### src/rtl/alu_wide_seq.sv
`default_nettype none
// ============================================================================
//  Module   : alu_wide_seq
//  Purpose  : Issues one wide (16*NUM_SLICES-bit) operation to a 16-bit
//             datapath ALU, one slice per cycle, least-significant first.
//             Each slice's carry_out is chained into the next slice's
//             carry_in. All slice results are collected into the response.
//  Ports    : clk, rst          - clock, synchronous active-high reset
//             req_*             - valid/ready request (operands, sel, mode, cin)
//             alu_*             - drive side and return side of the 16-bit ALU
//             rsp_*             - valid/ready response (result, carry, equal)
//  Options  : ALU_SEQ_PIPE_EN   - when defined, a new request may be accepted
//                                 on the same edge that the response completes
//  Revision : 1.0 - initial release
// ============================================================================
module alu_wide_seq #(
  parameter int NUM_SLICES = 4
) (
  input  logic                       clk,
  input  logic                       rst,
  // request side
  input  logic                       req_valid,
  output logic                       req_ready,
  input  logic [16*NUM_SLICES-1:0]   req_a,
  input  logic [16*NUM_SLICES-1:0]   req_b,
  input  logic [3:0]                 req_sel,
  input  logic                       req_mode,
  input  logic                       req_carry_in,
  // ALU drive side
  output logic                       alu_carry_in,
  output logic [15:0]                alu_in_a,
  output logic [15:0]                alu_in_b,
  output logic [3:0]                 alu_sel,
  output logic                       alu_mode,
  // ALU return side (combinational in the same cycle)
  input  logic                       alu_carry_out,
  input  logic                       alu_compare,
  input  logic [15:0]                alu_result,
  // response side
  output logic                       rsp_valid,
  input  logic                       rsp_ready,
  output logic [16*NUM_SLICES-1:0]   rsp_result,
  output logic                       rsp_carry_out,
  output logic                       rsp_equal
);

  localparam int c_W     = 16 * NUM_SLICES;
  localparam int c_IDX_W = (NUM_SLICES > 1) ? $clog2(NUM_SLICES) : 1;
  localparam logic [c_IDX_W-1:0] c_LAST_IDX = c_IDX_W'(NUM_SLICES - 1);
  localparam logic [c_IDX_W-1:0] c_IDX_ONE  = c_IDX_W'(1);

  typedef enum logic [1:0] {
    ST_IDLE = 2'd0,
    ST_RUN  = 2'd1,
    ST_DONE = 2'd2
  } state_t;

  state_t               r_state;
  state_t               w_state_nxt;
  logic [c_IDX_W-1:0]   r_idx;
  logic [c_W-1:0]       r_a;
  logic [c_W-1:0]       r_b;
  logic [3:0]           r_sel;
  logic                 r_mode;
  logic                 r_carry;
  logic                 r_eq;
  logic [15:0]          r_res [NUM_SLICES];

  logic [15:0]          w_a_slice [NUM_SLICES];
  logic [15:0]          w_b_slice [NUM_SLICES];
  logic                 w_accept;
  logic                 w_last;

  // Slice views of the captured operands, and packing of the result slices.
  for (genvar gi = 0; gi < NUM_SLICES; gi++) begin : g_slice
    assign w_a_slice[gi]               = r_a[16*gi +: 16];
    assign w_b_slice[gi]               = r_b[16*gi +: 16];
    assign rsp_result[16*gi +: 16]     = r_res[gi];
  end

  assign rsp_carry_out = r_carry;
  assign rsp_equal     = r_eq;
  assign w_last        = (r_idx == c_LAST_IDX);

  // --------------------------------------------------------------------------
  // State register and datapath
  // --------------------------------------------------------------------------
  always_ff @(posedge clk) begin
    if (rst) begin
      r_state <= ST_IDLE;
      r_idx   <= '0;
      r_a     <= '0;
      r_b     <= '0;
      r_sel   <= '0;
      r_mode  <= 1'b0;
      r_carry <= 1'b0;
      r_eq    <= 1'b0;
      for (int i = 0; i < NUM_SLICES; i++) begin
        r_res[i] <= '0;
      end
    end else begin
      r_state <= w_state_nxt;
      if (w_accept) begin
        r_a     <= req_a;
        r_b     <= req_b;
        r_sel   <= req_sel;
        r_mode  <= req_mode;
        r_idx   <= '0;
        r_carry <= req_carry_in;
        r_eq    <= 1'b1;
      end else if (r_state == ST_RUN) begin
        r_res[r_idx] <= alu_result;
        r_carry      <= alu_carry_out;
        r_eq         <= r_eq & alu_compare;
        // idx parks on the last slice through DONE; the next accept clears it.
        if (!w_last) begin
          r_idx <= r_idx + c_IDX_ONE;
        end
      end
    end
  end

  // --------------------------------------------------------------------------
  // Next state and outputs. Everything is forced inactive while rst is high so
  // the block presents a quiet interface during the reset cycle itself.
  // --------------------------------------------------------------------------
  always_comb begin
    w_state_nxt  = r_state;
    w_accept     = 1'b0;
    req_ready    = 1'b0;
    rsp_valid    = 1'b0;
    alu_carry_in = 1'b0;
    alu_in_a     = '0;
    alu_in_b     = '0;
    alu_sel      = '0;
    alu_mode     = 1'b0;

    if (!rst) begin
      case (r_state)
        ST_IDLE: begin
          req_ready = 1'b1;
          if (req_valid) begin
            w_accept    = 1'b1;
            w_state_nxt = ST_RUN;
          end
        end

        ST_RUN: begin
          alu_in_a     = w_a_slice[r_idx];
          alu_in_b     = w_b_slice[r_idx];
          alu_sel      = r_sel;
          alu_mode     = r_mode;
          alu_carry_in = r_carry;
          if (w_last) begin
            w_state_nxt = ST_DONE;
          end
        end

        ST_DONE: begin
          rsp_valid = 1'b1;
`ifdef ALU_SEQ_PIPE_EN
          // Response hand-off and the next request share the same edge.
          req_ready = rsp_ready;
          if (rsp_ready) begin
            if (req_valid) begin
              w_accept    = 1'b1;
              w_state_nxt = ST_RUN;
            end else begin
              w_state_nxt = ST_IDLE;
            end
          end
`else
          if (rsp_ready) begin
            w_state_nxt = ST_IDLE;
          end
`endif
        end

        default: begin
          w_state_nxt = ST_IDLE;
        end
      endcase
    end
  end

endmodule
`default_nettype wire

### config.mk
export PLATFORM = sky130hd
export DESIGN_NAME = alu_wide_seq
export DESIGN_NICKNAME = d
export VERILOG_FILES = /design/src/rtl/alu_wide_seq.sv
export SDC_FILE = /design/constraint.sdc
export NUM_CORES = 1
export LEC_CHECK = 0
export ABC_AREA = 1
export BUFFER_PORTS_ARGS = -buffer_cell sky130_fd_sc_hd__clkbuf_2
export CORE_ASPECT_RATIO = 0.7
export CORE_MARGIN = 3
export CORE_UTILIZATION = 45
export CTS_CLUSTER_SIZE = 25
export DETAILED_ROUTE_END_ITERATION = 7
export PLACE_DENSITY = 0.72
export SLEW_MARGIN = 10
export SYNTH_ARGS = -nofsm -noshare
export SYNTH_HDL_FRONTEND = slang
export SYNTH_SLANG_ARGS = --single-unit
### constraint.sdc
create_clock -name clk -period 4.6 [get_ports clk]
set_input_delay 0.92 -clock clk [delete_from_list [all_inputs] [get_ports clk]]
set_output_delay 0.92 -clock clk [all_outputs]
set_load 0.005 [all_outputs]
## Yosys cells after proc, flatten, opt, wreduce, memory -nomap -nowiden

Memory sizes are Yosys's and may differ from the RTL's.
Index checks and enable logic that the tools add are counted.

| operators by class | value |
|---|---|
| add/sub/neg operators | 1 |
| muxes and demuxes | 40 |
| bitwise operators | 3 |
| equal/unequal tests | 6 |
| magnitude comparators | 1 |
| reduce and logical (&&, ||, !) cells | 6 |

Operators by type and width:

| operator | count |
|---|---|
| $mux 16 | 9 |
| $bmux 16 s2 | 2 |
| $mux 1 | 22 |
| $reduce_or 16->1 | 1 |
| $mux 2 | 4 |
| $mux 4 | 2 |
| $ne 2x2->1 const B | 3 |
| $pmux 2 s3 | 1 |
| $eq 2x2->1 const B | 2 |
| $ge 3x3->1 const B | 1 |
| $not 2->3 | 1 |
| $reduce_and 3->1 | 1 |
| $add 2x1->2 const B | 1 |
| $eq 2x1->1 const B | 1 |
| $logic_not 2->1 | 1 |
| $reduce_and 2->1 | 1 |
| $reduce_bool 2->1 | 1 |
| $reduce_or 2->1 | 1 |
| $and 1x1->1 | 1 |
| $not 1->1 | 1 |

| word-level totals | value |
|---|---|
| memories | 1 |
| word-level logic and storage cells | 66 |
| register bits | 139 |
| bits of input ports | 156 |
| bits in writable memories | 64 |
| output and inout bits | 106 |

Memories:

| name | words | bits a word | rd ports | clocked after Yosys merged registers in | write ports | RTL line | source |
|---|---|---|---|---|---|---|---|
| r_res | 4 | 16 | 4 | 0 | 4 | 67 | `logic [15:0] r_res [NUM_SLICES];` |

## Logic depth before layout (Yosys ltp)

| logic depth | value |
|---|---|
| word-level depth | 8 |
| mapped depth | 7 |
| depth with buffers taken out | 6 |

## Worst setup path before layout

Ideal clock, no wire load.

| timing | value |
|---|---|
| path type | input to output |
| start point | in rst |
| end point | out alu_mode |
| cell stages on the path | 6 |
| arrival time | 1.673 ns |
| setup slack | 2.007 ns |
| required time | 3.680 ns |
| path buffers | 3 |
| path through | inv_1 buf_2 nand2_4 buf_6 buf_2 nor2_1 |

| between the ends | value |
|---|---|
| word-level cells in the longest chain between the ends | 1 |

RTL lines:

| what | RTL line | source |
|---|---|---|
| start, declared | 20 | `input logic rst,` |
| $mux 1 | 138 | `if (!rst) begin` |
| end, declared | 34 | `output logic alu_mode,` |

Every way passes these cells.

## Final worst setup path

| timing | value |
|---|---|
| start point | reg r_idx[1] |
| end point | out alu_in_a[11] |

| between the ends | value |
|---|---|
| word-level cells in the longest chain between the ends | 6 |

RTL lines:

| what | RTL line | source |
|---|---|---|
| start, declared | 60 | `logic [c_IDX_W-1:0] r_idx;` |
| start signal, assigned | 117 | `r_idx <= r_idx + c_IDX_ONE;` |
| $not 2->3 (implied by the code) | 149 | `alu_in_a = w_a_slice[r_idx];` |
| $bmux 16 s2 | 149 |  |
| $mux 16 (implied by the code) (2 in series) | 149 |  |
| $mux 16 | 139 | `case (r_state)` |
| $mux 16 | 138 |  |
| end, declared | 31 | `output logic [15:0] alu_in_a,` |

Every way passes these cells. The select of a mux whose other input is x is not followed.

==> run_results.csv <==
group,metric,value,unit
placed_design,hpwl,16600,um
run_status,status,"finished clean",
placed_design,place.gp.congestion,0.837,
floorplanning,start_util,0.462,
flow_run,maxCapViolCount,0,
clock_tree,cts_setup_buffers,0,
cells_and_area,final_common_cell,"clkbuf_2",
timing,slew-limit-headroom,0.351,
critical_path,critical_path_required,3680,ps
clock_tree,path_clk_slew,60,ps
timing,finalHoldViolCount,0,
power_and_ir_drop,power_frac_seq,0.501,
power_and_ir_drop,irDropWorstVdd,0.000187,V
yosys,synth_mux_area_frac,0,
yosys,synthAdderAreaFrac,0.00149,
cells_and_area,finish.utilization,0.569,
placed_design,dp.cells,1405,
floorplanning,die_w,169,um
global_route,overflow,0,
clock_tree,cts_made_buffers,20,
floorplanning,core_area,18200,sq um
power_and_ir_drop,cellPowerDensity,389,nW/um^2
critical_path,crit_path_end_kind,"output pin",
timing,tns,0,ps
drt,viasPerCell,5.14,
clock_tree,root_buffer,"clkbuf_16",
timing,finalMaxSlewViolations,0,
drt,wirelength,24400,um
min_path,hold_start,"r_b[59]$_SDFFE_PP0P_",
global_route,grt_pass1_vias,6764,
placed_design,dp_slack,1180,ps
power_and_ir_drop,p_leak,4.54,nW
floorplanning,io_pins,262,
yosys,synth.avg_cell_area,8.62,sq um
power_and_ir_drop,comb_power_share,0.103,
drt,drt-initial-drc-count,654,
yosys,ys_warn_count,0,
yosys,synth-compound-area-share,0.170,
placed_design,io_buffers,261,
cells_and_area,layout_common_cells,"clkbuf_2, inv_1, o21ai_0, nand3_1, dfxtp_1",
cells_and_area,filler_cell_count,1691,
clock_tree,cts.repair.resized,0,
placed_design,place_area,9700,sq um
timing,post-route-period-util,0.730,
yosys,synth_top_family_by_area,"compound AO/OA/AOI/OAI gates",
power_and_ir_drop,switchingPower,0.985,mW
critical_path,rr_worst_depth,6,
critical_path,rrSetupSlack,2000,ps
critical_path,crit_fanout,42,
cells_and_area,stdcell_count,1441,
min_path,whs_endpoint,"r_b[59]$_SDFFE_PP0P_",
timing,rsz0062_at_grt,"no",
floorplanning,dieArea,20300,sq um
yosys,ys_types,25,
power_and_ir_drop,netSwitchingFraction,0.245,
clock_tree,postCtsHoldBufs,0,
cells_and_area,antennaDiodeCount,0,
clock_tree,clock_path_buffers,3,
drt,routedWlPerCell,16.9,um
cells_and_area,final_area,10300,sq um
timing,finClkSkew,5.66,ps
clock_tree,htreeDepth,1,
power_and_ir_drop,p_int,3.03,mW
yosys,synthTopCellsByArea,"dfxtp_1, edfxtp_1, o21ai_0, nand3_1, inv_1",
timing,tightest_slew,973,ps
power_and_ir_drop,power.share.clock,0.396,
drt,vias,7412,
yosys,synthCells,973,
critical_path,r2r_start,"r_state[0]$_SDFFE_PP0P_",
cells_and_area,synthToLayoutAreaGrowth,23.2,%
clock_tree,cts.sinks,203,
yosys,synth_xor_area_frac,0,
yosys,postSynthNetCount,1130,
clock_tree,cts_tree,"done",
cells_and_area,multi_input_area,2720,sq um
global_route,grt_usage,0.229,
yosys,ys_seq_elements,203,
yosys,netlist_area,8390,sq um
drt,drcViolationCount,0,
cells_and_area,layout-drive-gt1-share,0.259,
yosys,yosys.area.top_type,"dfxtp_1",
global_route,grt_pass1_wl,37100,um
floorplanning,std_cell_rows,41,
cells_and_area,fin_nets,1348,
min_path,min_path_type,"reg -> reg",
drt,firstDrtPassIters,5,
timing,setup_viol,0,
critical_path,start_kind,"flip-flop",
drt,final_antenna_net_count,0,
cells_and_area,regArea,4710,sq um
yosys,synth.top_cell.area_share,0.332,
timing,finalCriticalPeriod,3360,ps
global_route,antenna_found_initial,0,
clock_tree,clock_latency,480,ps
timing,fin_ws,1240,ps
yosys,yosys.area_share.simple,0.150,
timing,clock.fmax,0.298,GHz
min_path,holdPathStages,2,
critical_path,r2r-end,"r_res[0][13]$_SDFFCE_PN0P_",
floorplanning,die_h,120,um
global_route,grt_max_degree,87,
critical_path,cp.arrival,2440,ps
critical_path,crit_type,"reg -> out",
yosys,yosysSeqAreaShare,0.561,
-- registers in the layout, summed over array words and instances (netlist names) --
register,flops
r_a,64
r_b,64
r_res,64
r_sel,4
r_idx,2
r_state,2
r_mode,1
rsp_carry_out,1
rsp_equal,1
-- stage by stage --
stage	hold WS, ps	total power [mW]
floorplan	436	2.28
global placement	451	2.46
detailed placement	454	2.47
CTS	464	4.05
global route	484	4.18
finish	460	4.02
-- cells in the mapped netlist --
cell,count
inv_1,159
o21ai_0,149
dfxtp_1,139
nand3_1,138
nor2_1,72
a21oi_1,69
edfxtp_1,64
nand2_1,43
o211ai_1,32
clkbuf_1,31
buf_2,30
o21ai_1,17
buf_6,6
nand2_4,5
buf_1,4
buf_4,4
nor2_8,2
nor3_1,2
a31oi_1,1
ha_1,1
inv_2,1
nand4_1,1
nor2_4,1
nor3_4,1
o31ai_1,1
-- area by class of cell --
| class | count | share of cell area |
|---|---|---|
| clock inverters | 5 | 0.00460 |
| multi-input cells | 535 | 0.263 |
| repair buffers | 271 | 0.134 |
| inverters | 160 | 0.0581 |
| flip-flops and latches | 203 | 0.456 |
| well taps | 236 | 0.0286 |
| clock buffers | 31 | 0.0564 |
-- power by group through the flow --
stage	clock network (mW)	logic (mW)	registers [mW]
2_1_floorplan	0	0.244	2.03
3_3_place_gp	0	0.408	2.05
3_5_place_dp	0	0.415	2.05
4_1_cts	1.62	0.417	2.01
5_1_grt	1.68	0.467	2.02
6_report	1.59	0.416	2.01
-- cells by family after synthesis --
| group | after synthesis |
|---|---|
| AOI/OAI and AO/OA | 269 |
| adders and majority gates | 1 |
| buffers and inverters | 235 |
| DFF | 203 |
| and+or+nand+nor | 265 |
-- critical path, stage by stage (launching register included) --
cell and delay, ps:
dfxtp_2 970, buf_4 320, a21oi_1 50, o21ai_0 290
a21oi_1 160, clkbuf_2 160
-- routing by layer --
layer	part of all wire	track usage	vias up
li1	-	-	3665
met1	0.47	0.346	3413
met2	0.43	0.337	306
met3	0.084	0.0507	28
met4	0.016	0.0480	0
met5	0	0	-
-- worst max path at each step --
stage,startpoint,endpoint,slack [ps],cells after the start
6_report,r_idx[1]$_SDFFE_PP0P_,alu_in_a[11],1240,5
5_1_grt,r_idx[1]$_SDFFE_PP0P_,alu_in_a[11],1080,5
4_1_cts,r_idx[0]$_SDFFE_PP0P_,alu_in_a[12],1250,4
3_5_place_dp,rst,r_b[34]$_SDFFE_PP0P_,1180,6
3_3_place_gp,rst,r_b[43]$_SDFFE_PP0P_,1240,6
2_1_floorplan,rst,alu_mode,2010,6
No activity file was read; power rests on OpenSTA's default activity.
